--- config.mk ---
export PLATFORM = sky130hd
export DESIGN_NAME = gb_timer_accurate_flat
export DESIGN_NICKNAME = d
export VERILOG_FILES = /design/src/rtl/gb_timer_accurate_if.sv /design/src/rtl/gb_timer_accurate.sv /design/src/flat_wrapper.sv
export SDC_FILE = /design/constraint.sdc
export NUM_CORES = 1
export LEC_CHECK = 0
export ABC_AREA = 1
export BUFFER_PORTS_ARGS = -buffer_cell sky130_fd_sc_hd__buf_2
export CAP_MARGIN = 20
export CORE_MARGIN = 2
export CORE_UTILIZATION = 37
export DETAILED_ROUTE_END_ITERATION = 10
export MAX_ROUTING_LAYER = met4
export PLACE_DENSITY = 0.61
export SLEW_MARGIN = 20
export SYNTH_ARGS = -nofsm -noshare
export SYNTH_HDL_FRONTEND = slang
export SYNTH_SLANG_ARGS = --single-unit
export TNS_END_PERCENT = 30
--- constraint.sdc ---
create_clock -name clk -period 2.9 [get_ports clk]
set_input_delay 0.58 -clock clk [delete_from_list [all_inputs] [get_ports clk]]
set_output_delay 0.58 -clock clk [all_outputs]
set_load 0.005 [all_outputs]
--- src/rtl/gb_timer_accurate_if.sv ---
// CPU-side bus bundle for the timer block: address/data/strobe plus the
// timer interrupt request/acknowledge pair.
interface gb_timer_accurate_if;
  logic [15:0] a;
  logic [7:0]  din;
  logic        wr;
  logic [7:0]  dout;
  logic        int_tim_req;
  logic        int_tim_ack;

  modport master (
    output a, din, wr, int_tim_ack,
    input  dout, int_tim_req
  );

  modport slave (
    input  a, din, wr, int_tim_ack,
    output dout, int_tim_req
  );
endinterface

--- src/rtl/gb_timer_accurate.sv ---
// GameBoy DIV/TIMA/TMA/TAC timer with falling-edge TIMA clocking, DIV/TAC
// write glitches, delayed overflow reload and interrupt request/ack.
module gb_timer_accurate #(
  parameter logic [15:0] BASE_ADDR      = 16'hFF04,
  parameter int unsigned DIV_BITS       = 16,
  parameter int unsigned CLK_PER_MCYCLE = 4,
  parameter int unsigned TAP0           = 9,
  parameter int unsigned TAP1           = 3,
  parameter int unsigned TAP2           = 5,
  parameter int unsigned TAP3           = 7
) (
  input logic                clk,
  input logic                rst,
  gb_timer_accurate_if.slave bus
);

  localparam int unsigned CntW = (CLK_PER_MCYCLE > 2) ? $clog2(CLK_PER_MCYCLE) : 1;
  localparam logic [CntW-1:0] CntLast = CntW'(CLK_PER_MCYCLE - 1);

  localparam logic [1:0] StIdle   = 2'd0;
  localparam logic [1:0] StOvf    = 2'd1;
  localparam logic [1:0] StReload = 2'd2;

  logic [DIV_BITS-1:0] div_q, div_d;
  logic [7:0]          tima_q, tima_d;
  logic [7:0]          tma_q, tma_d;
  logic [2:0]          tac_q, tac_d;
  logic [1:0]          state_q, state_d;
  logic [CntW-1:0]     cnt_q, cnt_d;
  logic                t_prev_q;
  logic                irq_q, irq_d;
  logic                irq_set;

  logic sel_div, sel_tima, sel_tma, sel_tac;
  logic we_div, we_tima, we_tma, we_tac;
  logic tap_bit, t, fall;
  logic [8:0] tima_inc;

  assign sel_div  = (bus.a == BASE_ADDR);
  assign sel_tima = (bus.a == BASE_ADDR + 16'd1);
  assign sel_tma  = (bus.a == BASE_ADDR + 16'd2);
  assign sel_tac  = (bus.a == BASE_ADDR + 16'd3);

  assign we_div  = bus.wr & sel_div;
  assign we_tima = bus.wr & sel_tima;
  assign we_tma  = bus.wr & sel_tma;
  assign we_tac  = bus.wr & sel_tac;

  // Select the divider tap feeding the timer input.
  always_comb begin
    case (tac_q[1:0])
      2'b00:   tap_bit = div_q[TAP0];
      2'b01:   tap_bit = div_q[TAP1];
      2'b10:   tap_bit = div_q[TAP2];
      default: tap_bit = div_q[TAP3];
    endcase
  end

  // Any drop of t counts, including ones caused by DIV clears or TAC writes.
  assign t        = tac_q[2] & tap_bit;
  assign fall     = t_prev_q & ~t;
  assign tima_inc = {1'b0, tima_q} + 9'd1;

  // Next-state logic for divider, registers, overflow FSM and interrupt.
  always_comb begin
    div_d   = we_div ? '0 : div_q + DIV_BITS'(1);
    tma_d   = we_tma ? bus.din : tma_q;
    tac_d   = we_tac ? bus.din[2:0] : tac_q;
    tima_d  = tima_q;
    state_d = state_q;
    cnt_d   = cnt_q;
    irq_set = 1'b0;
    case (state_q)
      StIdle: begin
        if (we_tima) begin
          tima_d = bus.din;
        end else if (fall) begin
          tima_d = tima_inc[7:0];
          if (tima_inc[8]) begin
            state_d = StOvf;
            cnt_d   = '0;
          end
        end
      end
      StOvf: begin
        if (we_tima) begin
          // CPU write cancels the pending reload and its interrupt.
          tima_d  = bus.din;
          state_d = StIdle;
        end else if (cnt_q == CntLast) begin
          tima_d  = tma_q;
          irq_set = 1'b1;
          state_d = StReload;
        end else begin
          cnt_d = cnt_q + CntW'(1);
          if (fall) tima_d = tima_inc[7:0];
        end
      end
      StReload: begin
        // TIMA writes and edges are dropped; a TMA write forwards into TIMA.
        if (we_tma) tima_d = bus.din;
        state_d = StIdle;
      end
      default: state_d = StIdle;
    endcase
    irq_d = irq_set | (irq_q & ~bus.int_tim_ack);
  end

  // State registers with synchronous reset.
  always_ff @(posedge clk) begin
    if (rst) begin
      div_q    <= '0;
      tima_q   <= '0;
      tma_q    <= '0;
      tac_q    <= '0;
      state_q  <= StIdle;
      cnt_q    <= '0;
      t_prev_q <= 1'b0;
      irq_q    <= 1'b0;
    end else begin
      div_q    <= div_d;
      tima_q   <= tima_d;
      tma_q    <= tma_d;
      tac_q    <= tac_d;
      state_q  <= state_d;
      cnt_q    <= cnt_d;
      t_prev_q <= t;
      irq_q    <= irq_d;
    end
  end

  // Combinational read mux.
  always_comb begin
    bus.dout = 8'hFF;
    if (sel_div)  bus.dout = div_q[DIV_BITS-1 -: 8];
    if (sel_tima) bus.dout = tima_q;
    if (sel_tma)  bus.dout = tma_q;
    if (sel_tac)  bus.dout = {5'b11111, tac_q};
  end

  assign bus.int_tim_req = irq_q;

endmodule

--- src/flat_wrapper.sv ---
// flat-port wrapper written by rule: the top's interface ports become plain ports
module gb_timer_accurate_flat 
#(
  parameter logic [15:0] BASE_ADDR      = 16'hFF04,
  parameter int unsigned DIV_BITS       = 16,
  parameter int unsigned CLK_PER_MCYCLE = 4,
  parameter int unsigned TAP0           = 9,
  parameter int unsigned TAP1           = 3,
  parameter int unsigned TAP2           = 5,
  parameter int unsigned TAP3           = 7
)
  (clk, rst, bus_a, bus_din, bus_wr, bus_int_tim_ack, bus_dout, bus_int_tim_req);
  gb_timer_accurate_if bus_i ();
  input logic clk;
  input logic rst;
  input wire logic [$bits(bus_i.a)-1:0] bus_a;
  input wire logic [$bits(bus_i.din)-1:0] bus_din;
  input wire logic [$bits(bus_i.wr)-1:0] bus_wr;
  input wire logic [$bits(bus_i.int_tim_ack)-1:0] bus_int_tim_ack;
  output wire logic [$bits(bus_i.dout)-1:0] bus_dout;
  output wire logic [$bits(bus_i.int_tim_req)-1:0] bus_int_tim_req;
  assign bus_i.a = bus_a;
  assign bus_i.din = bus_din;
  assign bus_i.wr = bus_wr;
  assign bus_i.int_tim_ack = bus_int_tim_ack;
  assign bus_dout = bus_i.dout;
  assign bus_int_tim_req = bus_i.int_tim_req;
  gb_timer_accurate #(.BASE_ADDR(BASE_ADDR), .DIV_BITS(DIV_BITS), .CLK_PER_MCYCLE(CLK_PER_MCYCLE), .TAP0(TAP0), .TAP1(TAP1), .TAP2(TAP2), .TAP3(TAP3)) u_core (.clk(clk), .rst(rst), .bus(bus_i));
endmodule
==> results.txt <==
Status = finished, final reports clean
Non-Filler Instances = 586
WHS Endpoint = u_core.div_q[0]
Crit-path slowest cell = nand4_1
IO Count = 37
RSZ-0062 raised after global routing = false
Utilization after layout = 0.4313
Final hold violations = 0
Clk slew on worst S/H paths = 0.08 ns
Placed Cells incl. Taps = 578
# resized after CTS = 0
Mux share of post-synthesis cell area = 0
CP startpoint kind = primary input
Area after DPL = 3256 µm²
Root buffer cell = clkbuf_8
Worst endpoint required time = 2.32 ns
Post-Layout Inst Area = 3367 µm²
Reg2Reg Depth = 8
CTS Hold Bufs = 0
Clk Latency, worst-skew pair = 0.30 ns
Yosys reg bits = 41
# diodes = 0
Clock share of power = 0.423
Slew HR = 0.5982
Postcts setup bufs = 0
Number of nets in the layout = 517
Worst hold stages = 1
Flop pwr share = 0.514
Setup Viol. Count Final = 0
Vias in the first global route = 2904
XOR/XNOR share of the synthesized area = 0.01743
Min-Delay Path Class = flip-flop to flip-flop
Layout fillers = 842
Avg WL per Cell = 13.50 µm
Grt total ovfl = 0
CP arrival = 2.04 ns
Most frequent CP cell = buf_2
Vias/cell = 5.172
Max-slew violation count = 0
GP Congestion = 0.8492
Compound-Gate Fraction of Synth Area = 0.1498
Die H = 94.28 µm
Syn avg cell area = 6.686 µm²
CTS tree = yes
RR Startpoint = u_core.tima_q[0]
DRT iter0 DRCs = 188
Largest area contributor in the netlist = dfxtp_1
Synth top area share = 0.2722
DRC viols = 0
EDFF count, synth = 0
CTS buffer count = 5
Netlist cell types = 41
Post-synth net total = 485
Simple-gate portion of the synthesized area = 0.4245
Min-Delay Startpoint = u_core.div_q[0]
Fraction of layout instances using a drive strength above 1 = 0.2273
Combinational family with the most area after synthesis = simple AND/OR/NAND/NOR gates
MaxCap Viol Count = 0
Mapped Area = 3015 µm²
Setup TNS = 0 ns
R2R setup slack = 1.06 ns
Synth Area in Adders = 0.02490
Final HPWL DP = 6.087 mm
Least-Margin Pin Slew = 0.6004 ns
Tot GR Track Use = 0.1967
Comb pwr share = 0.062
Seq/Total Area, Yosys = 0.2722
Die Area = 8888 µm²
Yosys warns = 0
Buffers on Ports = 36
Initial antenna violation count = 0
Worst VDD drop = 0.1936 mV
Leakage = 1.355 nW
Crit path cell chain = buf_2 > nor2_1 > nand3_1 > inv_2 > nand4_1 > o21ai_0 > inv_1 > a21oi_1 > buf_2
Critical Path Fanout Max = 7
Area grow syn2layout = 11.66%
Setup crit end kind = primary output
Total power = 1.105 mW
Mapped Cells = 451
Clk_skew = 0.01199 ns
Worst R2R End = u_core.state_q[1]
Max Freq = 381.7 MHz
PwrDens = 328.2 nW/µm²
Core ar. = 7807 µm²
1st-pass router iterations = 4
Initial Util = 0.3862
Sw Ratio = 0.2320
Synth async-reset ratio = 0
Synth area leaders = dfxtp_1 27%, nand2_1 14%, nand3_1 7.6%, inv_1 6.2%, a21oi_1 3.8%
Prevailing post-synth register cell = dfxtp_1
Post-route minimum period = 2.620 ns
First-pass GRT wire length = 13.72 mm
Final ANT Viol Nets = 0
Clk buf depth = 2
P_sw = 256.4 µW
Largest net degree at the start of global routing = 20
Die X = 94.28 µm
Tcrit/Tclk final = 0.9034
Core Rows = 32
CP Class = primary input to primary output
TritonCTS Sinks = 41
DR vias = 3031
H-tree level count = 2
Internal power = 848.7 µW
Wirelength, routed = 7.911 mm
Worst stage delay on the critical path = 0.29 ns
critical path: cells and delay by family:
kind | cells | cell delay [ns]
buffers and inverters | 4 | 0.49
AO/OA/AOI/OAI | 2 | 0.43
AND/OR/NAND/NOR | 3 | 0.53
synthesized netlist by cell type, types with 5 or more instances:
| library cell | n |
|---|---|
| dfxtp_1 | 41 |
| ha_1 | 6 |
| nand4_1 | 13 |
| nor3_1 | 5 |
| nor2_4 | 6 |
| nand2_2 | 8 |
| nand3_2 | 5 |
| o221ai_1 | 6 |
| nor2_2 | 13 |
| o211ai_1 | 5 |
| inv_1 | 50 |
| inv_2 | 9 |
| buf_2 | 7 |
| a21oi_1 | 23 |
| nand2_1 | 114 |
| a21oi_2 | 6 |
| o21ai_0 | 21 |
| nor2_1 | 24 |
| nand3_1 | 46 |
final cells by class:
cell class	instances	area (µm²)	area share
multi-input cells	334	1859	0.5522
flip-flops and latches	41	820.8	0.2438
inverters	60	230.2	0.06838
repair buffers	41	217.7	0.06466
well taps	102	127.6	0.03790
clock buffers	6	72.57	0.02155
clock inverters	2	38.79	0.01152
routing by layer:
layer  vias to the layer above  track usage  part of all wire
li1                       1547            -                 -
met5                         -            -                 0
met3                         5      0.03772             0.049
met1                      1418       0.2545              0.46
met4                         0      0.04106            0.0064
met2                        61       0.3208              0.48
power by group through the flow:
stage	logic, mW	registers, mW	clock network [mW]
finish	0.0687	0.568	0.468
floorplan	0.0375	0.581	0
global placement	0.0676	0.581	0
CTS	0.0687	0.568	0.482
global route	0.0775	0.569	0.502
detailed placement	0.0685	0.582	0
cells in the final DEF, fill, tap and decap left out, drive strengths merged, types with 3 or more instances in the layout:
cell    synthesis  final
nand2         124    124
nor3            7      7
nand3          53     53
o21ai          27     27
ha              6      6
inv            59     59
a21oi          29     29
xor2            4      4
clkbuf          5      6
nor2           43     43
nor3b           5      5
nand3b          3      3
buf            11     41
o211ai          5      5
dfxtp          41     41
o22ai           4      4
o221ai          6      6
nand4          13     13
worst max path at each step:
stage	from	end	slack (ns)	depth (start not counted)
final	bus_a[7]	bus_dout[1]	0.28	9
after global routing	bus_a[7]	bus_dout[1]	0.08	9
after CTS	bus_a[7]	bus_dout[0]	0.27	9
after detailed placement	bus_a[7]	bus_dout[0]	0.29	9
after global placement	bus_a[7]	bus_dout[1]	0.32	9
after floorplan	bus_a[15]	bus_dout[0]	0.79	7
state kept, by name (all words and copies together), names as in the netlist:
name and count:
u_core.bus.int_tim_req 1, u_core.cnt_q 2, u_core.div_q 16, u_core.state_q 2, u_core.t_prev_q 1, u_core.tac_q 3, u_core.tima_q 8, u_core.tma_q 8
per-stage QoR:
stage / setup slack [ns] / hold slack (ns)
finish: 0.2801 / 0.4623
CTS: 0.2691 / 0.4678
detailed placement: 0.2892 / 0.4460
global route: 0.07976 / 0.4939
global placement: 0.3208 / 0.4371
floorplan: 0.7940 / 0.4274
kinds of logic after synthesis:
logic type	count (synthesis)
simple gates	251
xor+xnor	6
fa+ha+maj	6
buf+inv	76
compound gates	71
flops	41
Note: power is estimated with default switching activity, not from simulation.
